--- src/rtl/calc1_top.sv ---
// -----------------------------------------------------------------------------
// calc1_top: four-port 32-bit unsigned integer calculator.
//
// Each requester port sends a two-cycle request. The first cycle carries the
// command and operand1, and the second carries operand2. The port answers with
// a one-cycle response code and result.
//
// Two execution units are shared by all four ports:
//   - add/sub unit: commands 1 and 2
//   - shift unit:   commands 5 and 6
// Each unit grants the lowest-numbered pending port that targets it.
// Invalid commands use no unit and are answered as soon as they are pending.
//
// Ports:
//   c_clk                 functional clock, rising edge
//   reset                 asynchronous active-low reset
//   a_clk, b_clk, scan_in scan interface, functionally ignored
//   scan_out              constant 0
//   error_found[0:3]      reserved debug control, ignored
//   reqN_cmd_in[0:3]      command (0 idle, 1 add, 2 sub, 5 shl, 6 shr)
//   reqN_data_in[0:31]    operand1 in the command cycle, operand2 the next cycle
//   out_respN[0:1]        0 none, 1 ok, 2 overflow/underflow, 3 invalid
//   out_dataN[0:31]       result when out_respN == 1, else 0
//   Bit 0 of every bus is the MSB.
// -----------------------------------------------------------------------------
module calc1_top (
  input  logic        c_clk,
  input  logic        reset,
  input  logic        a_clk,
  input  logic        b_clk,
  input  logic        scan_in,
  output logic        scan_out,
  input  logic [0:3]  error_found,
  input  logic [0:3]  req1_cmd_in,
  input  logic [0:31] req1_data_in,
  input  logic [0:3]  req2_cmd_in,
  input  logic [0:31] req2_data_in,
  input  logic [0:3]  req3_cmd_in,
  input  logic [0:31] req3_data_in,
  input  logic [0:3]  req4_cmd_in,
  input  logic [0:31] req4_data_in,
  output logic [0:1]  out_resp1,
  output logic [0:31] out_data1,
  output logic [0:1]  out_resp2,
  output logic [0:31] out_data2,
  output logic [0:1]  out_resp3,
  output logic [0:31] out_data3,
  output logic [0:1]  out_resp4,
  output logic [0:31] out_data4
);

  typedef enum logic [1:0] {S_IDLE, S_OP2, S_PEND} state_t;

  localparam logic [3:0] CMD_ADD = 4'd1;
  localparam logic [3:0] CMD_SUB = 4'd2;
  localparam logic [3:0] CMD_SHL = 4'd5;
  localparam logic [3:0] CMD_SHR = 4'd6;

  localparam logic [1:0] RESP_OK  = 2'd1;
  localparam logic [1:0] RESP_OVF = 2'd2;
  localparam logic [1:0] RESP_INV = 2'd3;

  // Scan and debug inputs exist only for interface compatibility.
  logic unused_inputs;
  assign unused_inputs = ^{a_clk, b_clk, scan_in, error_found};
  assign scan_out      = 1'b0;

  function automatic logic is_as(input logic [3:0] cmd);
    return (cmd == CMD_ADD) || (cmd == CMD_SUB);
  endfunction

  function automatic logic is_sh(input logic [3:0] cmd);
    return (cmd == CMD_SHL) || (cmd == CMD_SHR);
  endfunction

  // Returns {resp, data}. An overflow or underflow reports code 2 with
  // zero data.
  function automatic logic [33:0] exec_as(input logic [3:0] cmd,
                                          input logic [31:0] a,
                                          input logic [31:0] b);
    logic [32:0] sum;
    sum = {1'b0, a} + {1'b0, b};
    if (cmd == CMD_ADD) begin
      if (sum[32]) return {RESP_OVF, 32'd0};
      else         return {RESP_OK, sum[31:0]};
    end else begin
      if (b > a) return {RESP_OVF, 32'd0};
      else       return {RESP_OK, a - b};
    end
  endfunction

  // Logical shifts by the low five bits of operand2; always succeed.
  function automatic logic [33:0] exec_sh(input logic [3:0] cmd,
                                          input logic [31:0] a,
                                          input logic [31:0] b);
    if (cmd == CMD_SHL) return {RESP_OK, a << b[4:0]};
    else                return {RESP_OK, a >> b[4:0]};
  endfunction

  // Internal [31:0] views of the big-endian port buses. The numeric value
  // is unchanged.
  logic [3:0]  cmd_w  [4];
  logic [31:0] data_w [4];
  assign cmd_w[0]  = req1_cmd_in;
  assign cmd_w[1]  = req2_cmd_in;
  assign cmd_w[2]  = req3_cmd_in;
  assign cmd_w[3]  = req4_cmd_in;
  assign data_w[0] = req1_data_in;
  assign data_w[1] = req2_data_in;
  assign data_w[2] = req3_data_in;
  assign data_w[3] = req4_data_in;

  state_t      state_q [4], state_d [4];
  logic [3:0]  cmd_q   [4], cmd_d   [4];
  logic [31:0] op1_q   [4], op1_d   [4];
  logic [31:0] op2_q   [4], op2_d   [4];
  logic [1:0]  resp_q  [4], resp_d  [4];
  logic [31:0] res_q   [4], res_d   [4];

  // Fixed-priority grant. The loop runs from port 4 down to port 1, so the
  // lowest-numbered pending port is the last one written and wins.
  logic [1:0]  gnt_as_idx, gnt_sh_idx;
  logic        gnt_as_vld, gnt_sh_vld;
  logic [33:0] as_out, sh_out;

  always_comb begin
    gnt_as_idx = 2'd0;
    gnt_sh_idx = 2'd0;
    gnt_as_vld = 1'b0;
    gnt_sh_vld = 1'b0;
    for (int i = 3; i >= 0; i--) begin
      if (state_q[i] == S_PEND && is_as(cmd_q[i])) begin
        gnt_as_idx = 2'(i);
        gnt_as_vld = 1'b1;
      end
      if (state_q[i] == S_PEND && is_sh(cmd_q[i])) begin
        gnt_sh_idx = 2'(i);
        gnt_sh_vld = 1'b1;
      end
    end
    as_out = exec_as(cmd_q[gnt_as_idx], op1_q[gnt_as_idx], op2_q[gnt_as_idx]);
    sh_out = exec_sh(cmd_q[gnt_sh_idx], op1_q[gnt_sh_idx], op2_q[gnt_sh_idx]);
  end

  // Per-port request FSM and response staging. A response register holds a
  // value for exactly one cycle because it defaults back to zero.
  always_comb begin
    for (int i = 0; i < 4; i++) begin
      state_d[i] = state_q[i];
      cmd_d[i]   = cmd_q[i];
      op1_d[i]   = op1_q[i];
      op2_d[i]   = op2_q[i];
      resp_d[i]  = 2'd0;
      res_d[i]   = 32'd0;
      case (state_q[i])
        S_IDLE: begin
          if (cmd_w[i] != 4'd0) begin
            cmd_d[i]   = cmd_w[i];
            op1_d[i]   = data_w[i];
            state_d[i] = S_OP2;
          end
        end
        S_OP2: begin
          op2_d[i]   = data_w[i];
          state_d[i] = S_PEND;
        end
        S_PEND: begin
          if (!is_as(cmd_q[i]) && !is_sh(cmd_q[i])) begin
            resp_d[i]  = RESP_INV;
            state_d[i] = S_IDLE;
          end else if (gnt_as_vld && gnt_as_idx == 2'(i)) begin
            {resp_d[i], res_d[i]} = as_out;
            state_d[i]            = S_IDLE;
          end else if (gnt_sh_vld && gnt_sh_idx == 2'(i)) begin
            {resp_d[i], res_d[i]} = sh_out;
            state_d[i]            = S_IDLE;
          end
        end
        default: state_d[i] = S_IDLE;
      endcase
    end
  end

  always_ff @(posedge c_clk or negedge reset) begin
    if (!reset) begin
      for (int i = 0; i < 4; i++) begin
        state_q[i] <= S_IDLE;
        cmd_q[i]   <= 4'd0;
        op1_q[i]   <= 32'd0;
        op2_q[i]   <= 32'd0;
        resp_q[i]  <= 2'd0;
        res_q[i]   <= 32'd0;
      end
    end else begin
      for (int i = 0; i < 4; i++) begin
        state_q[i] <= state_d[i];
        cmd_q[i]   <= cmd_d[i];
        op1_q[i]   <= op1_d[i];
        op2_q[i]   <= op2_d[i];
        resp_q[i]  <= resp_d[i];
        res_q[i]   <= res_d[i];
      end
    end
  end

  assign out_resp1 = resp_q[0];
  assign out_resp2 = resp_q[1];
  assign out_resp3 = resp_q[2];
  assign out_resp4 = resp_q[3];
  assign out_data1 = res_q[0];
  assign out_data2 = res_q[1];
  assign out_data3 = res_q[2];
  assign out_data4 = res_q[3];

endmodule

--- config.mk ---
export PLATFORM = sky130hd
export DESIGN_NAME = calc1_top
export DESIGN_NICKNAME = d
export VERILOG_FILES = /design/src/rtl/calc1_top.sv
export SDC_FILE = /design/constraint.sdc
export NUM_CORES = 1
export LEC_CHECK = 0
export CAP_MARGIN = 20
export CORE_AREA = 2 2 237 286
export DETAILED_ROUTE_END_ITERATION = 16
export DIE_AREA = 0 0 239 288
export PLACE_DENSITY = 0.67
export SLEW_MARGIN = 20
export SYNTH_ARGS = -nofsm -noshare
export SYNTH_HDL_FRONTEND = slang
export SYNTH_SLANG_ARGS = --single-unit
--- constraint.sdc ---
create_clock -name c_clk -period 12.1 [get_ports c_clk]
set_input_delay 1.21 -clock c_clk [delete_from_list [all_inputs] [get_ports c_clk]]
set_output_delay 1.21 -clock c_clk [all_outputs]
set_load 0.02 [all_outputs]
* Word-level counts from Yosys, hierarchy flattened *
Cells that the tools add are included.

storage, ports and cells
  bits in registers = 416
  bits in latches = 0
  RAM bits = 0
  memory bits (read-only) = 0
  output and inout bits = 137
  logic and storage cells = 217
  memories kept = 0

operators by class
  add/subtract/negate cells = 2
  multipliers = 0
  div/mod/pow operators = 0
  $lt $le $gt $ge = 3
  equal/unequal tests = 40
  shifts and indexed selects = 2
  muxes and demuxes = 90
  bitwise operators = 2
  reductions and logical operators = 54

operator list
  operator              count
  $mux W32              23
  $bmux W32 S2          4
  $mux W34              3
  $mux W2               40
  $eq A4 B3 Y1 const B  9
  $add A32 B32 Y33      1
  $gt A32 B32 Y1        1
  $shl A32 B5 Y32       1
  $shr A32 B5 Y32       1
  $sub A32 B32 Y32      1
  $pmux W2 S3           4
  $eq A4 B1 Y1 const B  5
  $logic_and A1 B1 Y1   20
  $bmux W4 S2           2
  $eq A2 B2 Y1 const B  8
  $eq A4 B2 Y1 const B  4
  $mux W4               4
  $ne A4 B1 Y1 const B  4
  $reduce_and A2 Y1     8
  $reduce_bool A4 Y1    4
  $eq A2 B1 Y1 const B  6
  $logic_not A2 Y1      6
  $mux W5               2
  $logic_not A1 Y1      8
  other kinds (5)       24

* Depth between registers and ports, before layout *
Gate-level depths: netlist (run 1).

  depth in word-level cells = 17
  mapped depth = 25
  depth with buffers taken out = 22

* Worst setup path after synthesis (run 1) *
No wires, ideal clock.

  path type = register -> register
  from = register cmd_q[3] (netlist name)
  to = register res_q, in the netlist out_data2[0]
  library setup time = 0.140 ns
  arrival = 5.259 ns
  required time = 11.960 ns
  slack = 6.701 ns
  cell stages (with the launch flop) = 21
  path buffers = 3
  cell sequence = dfrtp_1 -> nor4b_2 -> and2_1 -> buf_2 -> nand2_1 -> a21oi_1 -> clkbuf_1 -> clkbuf_1 -> nand2_1 -> a31oi_1 -> ha_1 -> or3_1 -> or4b_2 -> a21oi_1 -> a211o_1 -> a311oi_4 -> o31a_1 -> o31ai_1 -> xnor2_1 -> a32oi_1 -> o22ai_1

RTL lines
  element                           line  text
  start: declaration                114   logic [3:0] cmd_q [4], cmd_d [4];
  start signal: indexed assignment  197   cmd_q[i] <= cmd_d[i];
  end signal: indexed assignment    201   res_q[i] <= res_d[i];
  end: declaration                  118   logic [31:0] res_q [4], res_d [4];

==> qor.yml, run 1 <==
num_vias: 24220
startpoint_type: "flip-flop"
maxCapViolCount: 0
dieHeight_um: 288
gp_congestion: 0.9780
crit_required_ns: 12.51
portBuffers: 281
start_util_pct: 39.60
dieWidth_um: 239
synthMostInstantiatedCell: "nand2_1"
cts_sinks: 416
wl_per_cell_um: 25.21
max_slew_margin_pct: 22.34
ant_nets: 0
pin_count: 290
dieArea_um2: 68830
setup_tns_ns: 0
drc: 0
period_share_pct: 67.19
cts_resized: 0
worstSetupEndpointType: "flip-flop"
post-cts-setup-buffers: 0
fmax_ghz: 0.1230
yosysWarningCount: 0
yosysSeqAreaShare_pct: 39.62
antenna_found_initial: 2
drt-total-wl_mm: 98.89
synth_area_um2: 26280
hold_buffers: 0
overflow: 0
cts.htree.levels: 2
core-area_um2: 66360
synth_edf_count: 0
setup_viol: 0
clock_skew_ns: 0.03179
ys_async_sr_fraction_pct: 100.0
critical_path_class: "flip-flop to flip-flop"
synth_cell_types: 107
synth_cells: 2869
drive_above_1_share_pct: 13.38
synth_seq_cells: 416
worstHoldPathType: "flip-flop to flip-flop"
finish.utilization_pct: 47.21
synthTopCellsByCount: "nand2_1 (523), dfrtp_1 (416), mux2_2 (193)"
rsz0062_at_grt: "false"
worst_slew_pin_slew_ns: 1.165
hold_viol: 0
placed_area_um2: 29830
numCtsBuffers: 43
grt.total_usage_pct: 28.19
critPathMaxFanout: 58
synth_fp_nets: 3087
rows: 104
final_nets: 3259
hpwl_mm: 72.43
routed_via_density: 6.175
synth_top_area_share_pct: 39.62
ys.flop_type: "dfrtp_1"
drv_slew: 0
min_period_ns: 8.129
grt_pass1_wl_mm: 146.9
cts_tree: "built"
status: "complete, no violations"
clock_latency_ns: 0.60
synth_top_area_cell: "dfrtp_1"
dr.pass1.iters: 8
cp.arrival_ns: 8.54
clockBufferDepth: 3
synthTopCellsByArea: "dfrtp_1 (40%), mux2_2 (8.3%), nand2_1 (7.5%)"
final_area_um2: 31330
grt_pass1_vias: 23180
clockRootBuffer: "clkbuf_16"
syn_avg_cell_area_um2: 9.159
path_clk_slew_ns: 0.06
area_growth_pct: 19.22
first_iter_violations: 2847
grt_max_degree: 172
state kept, by name (all words and copies together), names as in the netlist:
register   cells
op2_q        128
out_data2     32
out_data3     32
out_resp3      2
out_data1     32
op1_q        128
out_resp2      2
out_resp4      2
cmd_q         16
out_resp1      2
state_q        8
out_data4     32
critical path, cell delays in order (launching register included):
cell      delay [ns]
dfrtp_1         0.47
or4b_4          0.59
nor2_4          0.52
nor2_1          0.29
nand2_2         0.46
buf_4           0.70
o22ai_1         0.20
a21oi_1         0.53
ha_1            0.55
nor2_1          0.28
and3_1          0.22
or4b_2          0.62
a21oi_1         0.17
a211o_1         0.28
a311oi_4        0.21
o31a_1          0.40
o31ai_1         0.30
xnor2_1         0.12
a32oi_1         0.75
o22ai_1         0.22
per-layer routing:
layer	part of all wire, %	vias up	global-route usage, %
li1	-	10850	-
met1	42	11890	38.39
met2	45	1268	44.04
met3	9.1	211	5.120
met4	4.4	0	11.94
met5	0	-	0
layout make-up:
type,instances,area (µm²)
fillers,6370,35040
multi-input cells,2173,14860
flip-flops and latches,416,10410
repair buffers,335,3233
clock buffers,57,1210
well taps,848,1061
clock inverters,19,274.0
inverters,72,270.3
diodes,2,5.005
metrics by stage:
step	hold WS, ns	worst slack [ns]	instances
after global placement	0.4780	4.296	3843
after floorplan	0.4607	6.701	2869
after detailed placement	0.4804	4.233	3843
after global routing	0.5131	3.764	3921
final	0.4910	3.971	3922
after CTS	0.4942	4.205	3919
path summary, 6_finish.rpt:
path | end | slack [ns] | cells after the start | startpoint
worst max-delay path | out_data2[0] | 3.97 | 19 | cmd_q[14]
worst min-delay path | op1_q[30] | 0.49 | 2 | op1_q[30]
worst max register to register | out_data2[0] | 3.97 | 19 | cmd_q[14]
worst min register to register | op1_q[30] | 0.49 | 2 | op1_q[30]
max in group asynchronous | op1_q[123] | 9.37 | 3 | reset
min in group asynchronous | cmd_q[5] | 0.66 | 1 | reset
kinds of logic (layout without fill, tap and decap cells):
family | count (synthesis) | in the layout | share of synthesized area [%]
AO/OA/AOI/OAI | 791 | 791 | 21.69
other | 1 | 3 | 0.01427
XOR/XNOR | 58 | 58 | 2.105
AND/OR/NAND/NOR | 923 | 923 | 15.39
adder cells (fa/ha/maj) | 65 | 65 | 3.095
flip-flops | 416 | 416 | 39.62
multiplexers | 335 | 335 | 13.68
buffers and inverters | 280 | 483 | 4.404
layout by cell type (no fill, tap or decap), types with 12 or more instances in the layout:
master	synthesis	final
o211ai_1	17	17
ha_1	65	65
inv_1	69	68
and3_1	12	12
nor3_1	39	38
o21ai_1	13	12
mux2i_1	142	142
nand2_1	523	521
clkbuf_16	0	44
o221ai_1	68	66
a31oi_1	48	48
mux2_2	193	193
buf_4	11	52
a22o_1	16	16
and2_1	12	12
o31ai_1	17	17
dfrtp_1	416	416
o2bb2ai_1	34	34
o22ai_1	107	107
o21ai_0	67	66
o21bai_1	21	21
o221a_2	14	14
nor2_1	176	175
a221oi_1	17	17
clkdlybuf4s50_1	0	280
nand3_1	32	32
or3_1	42	42
nand2b_1	18	18
xnor2_1	43	43
a21oi_1	177	176
o311ai_0	32	32
a21o_1	12	12
Power of run 1 is not shown: default switching activity piles up to over one toggle a cycle in this logic, so the estimate is an artifact.
==> run 2, diff against run 1 <==
Clock period 12.1 ns to 8 ns, I/O delays scaled along.
==> qor.yml, run 2 (synthesized netlist as in run 1, its figures left out) <==
drive_above_1_share_pct: 13.77
wl_per_cell_um: 25.42
cts.htree.levels: 2
drv_slew: 0
clockRootBuffer: "clkbuf_16"
critPathMaxFanout: 37
clockBufferDepth: 3
max_slew_margin_pct: 18.30
area_growth_pct: 19.82
slowest_stage: "nand2_2"
worstSetupStartpoint: "cmd_q[7]"
hpwl_mm: 74.33
setup_tns_ns: 0
layout_common_cells: "nand2_1 (521), dfrtp_1 (416), clkdlybuf4s50_1 (280)"
cts_tree: "built"
crit_chain: "or4b_4 -> nor2_2 -> nor2_1 -> nand2_2 -> o22ai_1 -> a21oi_1 -> ha_1 -> nor2_1 -> and3_1 -> or4b_2 -> a21oi_1 -> a211o_1 -> a311oi_4 -> o31a_1 -> o31ai_1 -> xnor2_1 -> a32oi_1 -> buf_4 -> a221oi_1"
reg2reg_from: "cmd_q[7]"
routed_via_density: 6.194
max_stage_delay_ns: 0.76
startpoint_type: "flip-flop"
fill_cells: 6379
clock_skew_ns: 0.03451
critical_path_class: "flip-flop to flip-flop"
numCtsBuffers: 44
worst_slew_pin_slew_ns: 1.226
cts_resized: 0
crit_required_ns: 8.48
drc: 0
hold_buffers: 0
start_util_pct: 39.60
dieArea_um2: 68830
dieWidth_um: 239
layout_commonest_cell: "nand2_1"
core-area_um2: 66360
final_nets: 3273
setup_viol: 0
fmax_ghz: 0.1434
grt_pass1_vias: 23680
dieHeight_um: 288
clock_latency_ns: 0.61
num_vias: 24380
min_period_ns: 6.974
first_iter_violations: 2751
dr.pass1.iters: 6
antenna_found_initial: 1
reg_top3: "op1_q: 128 flops, op2_q: 128 flops"
worstHoldPathType: "input port to asynchronous set/reset pin"
overflow: 0
pin_count: 290
grt_max_degree: 183
finish.utilization_pct: 47.45
period_share_pct: 87.18
post-cts-setup-buffers: 0
status: "complete, no violations"
rsz0062_at_grt: "false"
rows: 104
gp_congestion: 0.9834
rrSetupSlack_ns: 1.03
drt-total-wl_mm: 100.0
cts_sinks: 416
portBuffers: 281
path_clk_slew_ns: 0.06
maxCapViolCount: 0
cp.arrival_ns: 7.46
ant_nets: 0
hold_viol: 0
grt_pass1_wl_mm: 149.7
worstSetupEndpointType: "flip-flop"
grt.total_usage_pct: 28.60
[run 2: path summary, 6_finish.rpt]
| check | end | depth (start not counted) |
|---|---|---|
| max | out_data1[0] | 19 |
| min | op2_q[37] | 1 |
| max reg2reg | out_data1[0] | 19 |
| min reg2reg | op1_q[19] | 2 |
| max in group asynchronous | op2_q[123] | 2 |
| min in group c_clk | op1_q[19] | 2 |
[run 2: layout make-up]
cell class / instances / area (µm²) / share of cell area (%)
diodes: 1 / 2.502 / 0.007948
clock buffers: 63 / 1304 / 4.141
clock inverters: 15 / 219.0 / 0.6954
inverters: 72 / 270.3 / 0.8583
multi-input cells: 2173 / 14850 / 47.16
flip-flops and latches: 416 / 10410 / 33.06
well taps: 848 / 1061 / 3.370
repair buffers: 348 / 3371 / 10.71
[run 2: worst max-delay path: cells and delay by family, from the launching register on]
kind / cells / cell delay, ns
adder cells (fa/ha/maj): 1 / 0.54
XOR/XNOR: 1 / 0.17
buffers and inverters: 1 / 0.23
AO/OA/AOI/OAI: 9 / 2.30
AND/OR/NAND/NOR: 7 / 3.09
flip-flops: 1 / 0.45
[run 2: stage by stage]
stage	setup slack, ns	area (µm²)	instances	hold WS [ns]
after floorplan	2.601	26280	2869	0.4607
after global placement	1.258	29940	3856	0.4790
after detailed placement	1.242	29940	3856	0.4807
after CTS	1.205	31460	3934	0.1735
after global routing	0.7468	31480	3935	0.1950
final	1.026	31490	3936	0.1610
[run 2: layer usage]
metal  track usage, %  share of wire, %
met1            38.58                42
met2            45.09                45
met3            5.466               9.1
met4            11.75               4.3
met5                0                 0
Power of run 2 is left out for the same reason.
